**src/rtl/sp_ram_bw.sv**
```systemverilog
// Single-port synchronous RAM with per-byte write enables, 1- or 2-cycle read
// latency with a read-valid strobe, and a clear engine that zeroes the array.
module sp_ram_bw #(
    parameter int DATA_WIDTH = 32,
    parameter int ADDR_WIDTH = 6,
    parameter int RD_LATENCY = 1
) (
    input  logic                    clk,
    input  logic                    rst,
    input  logic                    we,
    input  logic                    re,
    input  logic [ADDR_WIDTH-1:0]   addr,
    input  logic [DATA_WIDTH-1:0]   data_in,
    input  logic [DATA_WIDTH/8-1:0] be,
    input  logic                    clr,
    output logic [DATA_WIDTH-1:0]   data_out,
    output logic                    rd_valid,
    output logic                    busy
);

    localparam int DEPTH   = 2 ** ADDR_WIDTH;
    localparam int N_BYTES = DATA_WIDTH / 8;

    typedef enum logic {
        ST_CLEAR = 1'b0,
        ST_IDLE  = 1'b1
    } state_t;

    state_t                  state_reg, state_next;
    logic [ADDR_WIDTH-1:0]   cnt_reg, cnt_next;

    logic                    access_en;
    logic                    rd_en;
    logic                    mem_we;
    logic [N_BYTES-1:0]      mem_be;
    logic [ADDR_WIDTH-1:0]   mem_waddr;
    logic [DATA_WIDTH-1:0]   mem_wdata;

    logic [DATA_WIDTH-1:0]   mem [DEPTH];
    logic [DATA_WIDTH-1:0]   data_out_reg;
    logic                    rd_valid_reg;

    if (DATA_WIDTH % 8 != 0) begin : g_bad_width
        $error("sp_ram_bw: DATA_WIDTH must be a multiple of 8");
    end

    always_ff @(posedge clk or posedge rst) begin
        if (rst) begin
            state_reg <= ST_CLEAR;
            cnt_reg   <= '0;
        end else begin
            state_reg <= state_next;
            cnt_reg   <= cnt_next;
        end
    end

    always_comb begin
        state_next = state_reg;
        cnt_next   = cnt_reg;
        case (state_reg)
            ST_CLEAR: begin
                cnt_next = cnt_reg + 1'b1;
                if (cnt_reg == '1) begin
                    state_next = ST_IDLE;
                end
            end
            ST_IDLE: begin
                if (clr) begin
                    state_next = ST_CLEAR;
                    cnt_next   = '0;
                end
            end
            default: begin
                state_next = ST_CLEAR;
                cnt_next   = '0;
            end
        endcase
    end

    // The clear engine owns the single write port while it runs; a clr edge
    // swallows any access presented alongside it.
    always_comb begin
        busy      = (state_reg == ST_CLEAR);
        access_en = (state_reg == ST_IDLE) && !clr;
        rd_en     = access_en && re;
        mem_we    = 1'b0;
        mem_be    = be;
        mem_waddr = addr;
        mem_wdata = data_in;
        if (state_reg == ST_CLEAR) begin
            mem_we    = 1'b1;
            mem_be    = '1;
            mem_waddr = cnt_reg;
            mem_wdata = '0;
        end else if (access_en && we) begin
            mem_we = 1'b1;
        end
    end

    always_ff @(posedge clk) begin
        if (mem_we) begin
            for (int i = 0; i < N_BYTES; i++) begin
                if (mem_be[i]) begin
                    mem[mem_waddr][8*i +: 8] <= mem_wdata[8*i +: 8];
                end
            end
        end
    end

    // Reads sample the array before the same-edge write lands (read-first).
    if (RD_LATENCY == 1) begin : g_lat1
        always_ff @(posedge clk or posedge rst) begin
            if (rst) begin
                data_out_reg <= '0;
                rd_valid_reg <= 1'b0;
            end else begin
                rd_valid_reg <= rd_en;
                if (rd_en) begin
                    data_out_reg <= mem[addr];
                end
            end
        end
    end else if (RD_LATENCY == 2) begin : g_lat2
        logic [DATA_WIDTH-1:0] s1_data_reg;
        logic                  s1_valid_reg;

        always_ff @(posedge clk) begin
            if (rd_en) begin
                s1_data_reg <= mem[addr];
            end
        end

        // A read already in flight completes even if a clear starts behind it.
        always_ff @(posedge clk or posedge rst) begin
            if (rst) begin
                s1_valid_reg <= 1'b0;
                data_out_reg <= '0;
                rd_valid_reg <= 1'b0;
            end else begin
                s1_valid_reg <= rd_en;
                rd_valid_reg <= s1_valid_reg;
                if (s1_valid_reg) begin
                    data_out_reg <= s1_data_reg;
                end
            end
        end
    end else begin : g_bad_latency
        $error("sp_ram_bw: RD_LATENCY must be 1 or 2");
    end

    assign data_out = data_out_reg;
    assign rd_valid = rd_valid_reg;

endmodule

```
**config.mk**
```make
export PLATFORM = sky130hd
export DESIGN_NAME = sp_ram_bw
export DESIGN_NICKNAME = d
export VERILOG_FILES = /design/src/rtl/sp_ram_bw.sv
export SDC_FILE = /design/constraint.sdc
export NUM_CORES = 2
export LEC_CHECK = 0
export CORE_AREA = 4 4 278 552
export DETAILED_ROUTE_END_ITERATION = 8
export DIE_AREA = 0 0 282 556
export GPL_TIMING_DRIVEN = 0
export PLACE_DENSITY = 0.81
export SYNTH_ARGS = -nofsm -noshare
export SYNTH_HDL_FRONTEND = slang
export SYNTH_SLANG_ARGS = --single-unit
```
**constraint.sdc**
```tcl
create_clock -name clk -period 7.28 [get_ports clk]
set_input_delay 0.728 -clock clk [delete_from_list [all_inputs] [get_ports clk]]
set_output_delay 0.728 -clock clk [all_outputs]
set_load 0.01 [all_outputs]
```
==> flow_summary.yaml <==
route:
  vias_per_cell: 6.780
  drc: 0
  avgRoutedWirePerCell_um: 36.56
  drt_iter0_markers: 5643
  drt_pass1_iterations: 6
  totalWireLength_mm: 235.9
  antenna_left: 0
  vias: 43754
setup_path:
  setup.worst_path.class: "in -> reg"
  reg2reg_to: "mem[53][1]"
  cp_common_cell: "buf_2"
  ff2ff_path_depth: 5
  critPathRequiredTime_ns: 7.71
  cp-end-kind: "register"
  startpoint_type: "input pin"
  critical-path-top-delay-family: "buffers and inverters"
  critical_path.slowest_cell: "nor2_1"
  cp_max_fo: 10
  crit_chain: "clkdlybuf4s50_1 -> buf_2 -> buf_2 -> buf_2 -> buf_2 -> buf_4 -> nand3_1 -> o21a_1 -> nor2_1 -> nand2_1 -> nor2_1"
  cpPeakStageDelay_ns: 0.89
  cp_num_buf_inv: 6
  critPathArrivalTime_ns: 5.74
  r2r_slack_ns: 2.97
  r2r-start: "state_reg"
logic_synthesis:
  postSynthCellCount: 4131
  synth_top_area_cell: "edfxtp_1"
  yosys_warnings: 0
  synth_most_common_cell: "edfxtp_1"
  async_flop_share_pct: 1.916
  synth.net_count: 4179
  synth-edff-count: 2048
  synth_cell_types: 43
  yosysSeqAreaShare_pct: 76.76
  synth_flop_cell: "edfxtp_1"
  netlist_area_um2: 81420
  avgSynthCellArea_um2: 19.71
  yosys-top-cells-count: "edfxtp_1, mux2i_1, mux4_2"
  synthTopCellsByArea: "edfxtp_1, mux4_2, mux2i_1"
  ys_ff_latch: 2088
  yosysTopAreaCellShare_pct: 75.53
clock_network:
  clock_latency_ns: 0.83
  cts_setup_buffers: 0
  hold_buffers: 0
  cts_root_buffer: "clkbuf_16"
  numCtsBuffers: 162
  cts_tree: "built"
  cts_buffer_depth: 4
  path_clk_slew_ns: 0.07
  htree_levels: 4
  ctsResizeCount: 0
  cts_sinks: 2088
sta:
  worst_pin_slew_ns: 1.634
  max_freq_mhz: 188.3
  relSlewSlack_pct: -8.910
  layout_worst_path_cycle_share_pct: 72.93
  setup_viol: 0
  grt_setup_unrepaired: "false"
  fin_skew_ns: 0.03792
  hold_violations: 0
  finalCriticalPeriod_ns: 5.310
  tns_ns: 0
  maxSlewViolCount: 25
layout:
  layout-drive-gt1-share_pct: 16.90
  area_delta_synth_final_pct: 11.12
  largest_reg_flops: 2048
  num-nets-final: 4455
  fill_cells: 9713
pwr:
  leakagePower_nw: 29.84
  p_seq_share_pct: 53.5
  internal-power_mw: 19.92
  clkPwrFrac_pct: 32.7
  switchingPower_mw: 7.290
  finalPower_mw: 27.21
  pwr-share-comb_pct: 13.8
  swShare_pct: 26.79
  ir_drop_mv: 0.2181
  powerDensity_nw_per_um2: 300.7
placed_design:
  gp_congestion: 0.9886
  place_hpwl_mm: 164.3
  port_buffers: 77
global_route:
  overflow: 0
  track_usage_pct: 30.18
  grt_max_degree: 65
  grt_pass1_wl_mm: 328.7
  antenna_found_initial: 3
  grt_pass1_vias: 45577
run:
  drv_cap: 4
die:
  rows: 200
  io_pins: 81
  die_x_um: 282
  die_y_um: 556
  core_area_um2: 148900
  die_area_um2: 156800
  start_util_pct: 54.68
status:
  failed_checks: "capacitance limit, slew limit"
  outcome: "complete, but fails checks"
worst_hold_path:
  hold_class: "in -> async"
## layout by cell type (no fill, tap or decap), types with 36 or more instances in the layout
| cell type | Yosys | layout |
|---|---|---|
| clkinv_2 | 0 | 36 |
| a22oi_1 | 160 | 160 |
| nand2_1 | 139 | 139 |
| o22ai_1 | 36 | 36 |
| dfrtp_1 | 40 | 40 |
| nand3_1 | 65 | 65 |
| clkbuf_1 | 103 | 116 |
| clkbuf_16 | 0 | 163 |
| edfxtp_1 | 2048 | 2048 |
| nor2_1 | 264 | 264 |
| mux4_2 | 302 | 302 |
| buf_2 | 107 | 109 |
| clkdlybuf4s50_1 | 0 | 77 |
| mux2i_1 | 450 | 450 |
| a211oi_1 | 64 | 64 |
## how the worst max path moves through the flow
stage,endpoint,slack [ns],start,depth (start not counted)
detailed placement,mem[49][4],1.45,addr[4],11
CTS,mem[49][7],2.27,addr[4],11
floorplan,mem[12][0],4.29,addr[2],8
global placement,mem[49][0],1.50,addr[4],11
global route,mem[49][7],2.01,addr[4],11
finish,mem[53][1],1.97,addr[4],11
## layout make-up
type / instances / area, um2 / share of cell area (%)
multi-input cells: 1785 / 17710 / 19.58
clock buffers: 185 / 4232 / 4.677
flip-flops and latches: 2088 / 62500 / 69.08
well taps: 1919 / 2401 / 2.654
clock inverters: 99 / 954.7 / 1.055
inverters: 7 / 26.28 / 0.02904
repair buffers: 112 / 1394 / 1.541
diodes: 7 / 17.52 / 0.01936
plain buffers: 251 / 1234 / 1.364
## worst reg2reg max path: stages (launching register included)
cell	delay, ns
dfrtp_1	0.33
clkbuf_1	0.27
clkinv_1	0.31
o32ai_2	0.81
nand2_1	1.05
nor2_1	1.13
## power groups by stage
stage	registers, mW	clock network (mW)	logic (mW)
after floorplan	14.6	0	1.80
after global routing	14.6	9.34	3.76
after global placement	14.8	0	3.39
after CTS	14.6	8.86	3.58
final	14.6	8.89	3.75
after detailed placement	14.8	0	3.54
## metrics by stage
step	cells	util, %	cell area (um2)	hold slack, ns	worst slack, ns
3_3_place_gp	6127	56.81	84590	0.5592	1.497
2_1_floorplan	4131	-	81420	0.5235	4.285
4_1_cts	6443	60.73	90430	0.3673	2.268
3_5_place_dp	6159	57.25	85240	0.5638	1.452
5_1_grt	6447	60.75	90460	0.3951	2.006
6_report	6453	60.76	90470	0.3961	1.970
## per-layer routing
| layer | vias to the layer above | track usage, % | routed length (um) |
|---|---|---|---|
| li1 | 17440 | - | - |
| met1 | 22045 | 28.67 | 63850 |
| met2 | 3150 | 53.65 | 124000 |
| met3 | 1117 | 6.071 | 19830 |
| met4 | 2 | 27.68 | 28200 |
| met5 | - | 0 | 20 |
## logic make-up after synthesis
logic type / count (synthesis) / synth area share [%]
DFF: 2088 / 76.76
muxes: 772 / 14.49
and+or+nand+nor: 545 / 2.858
AOI/OAI and AO/OA: 463 / 4.281
buffers and inverters: 258 / 1.543
xor gates and xnor gates: 4 / 0.04304
adders and majority gates: 1 / 0.01537
Power figures use the tool's default switching activity.
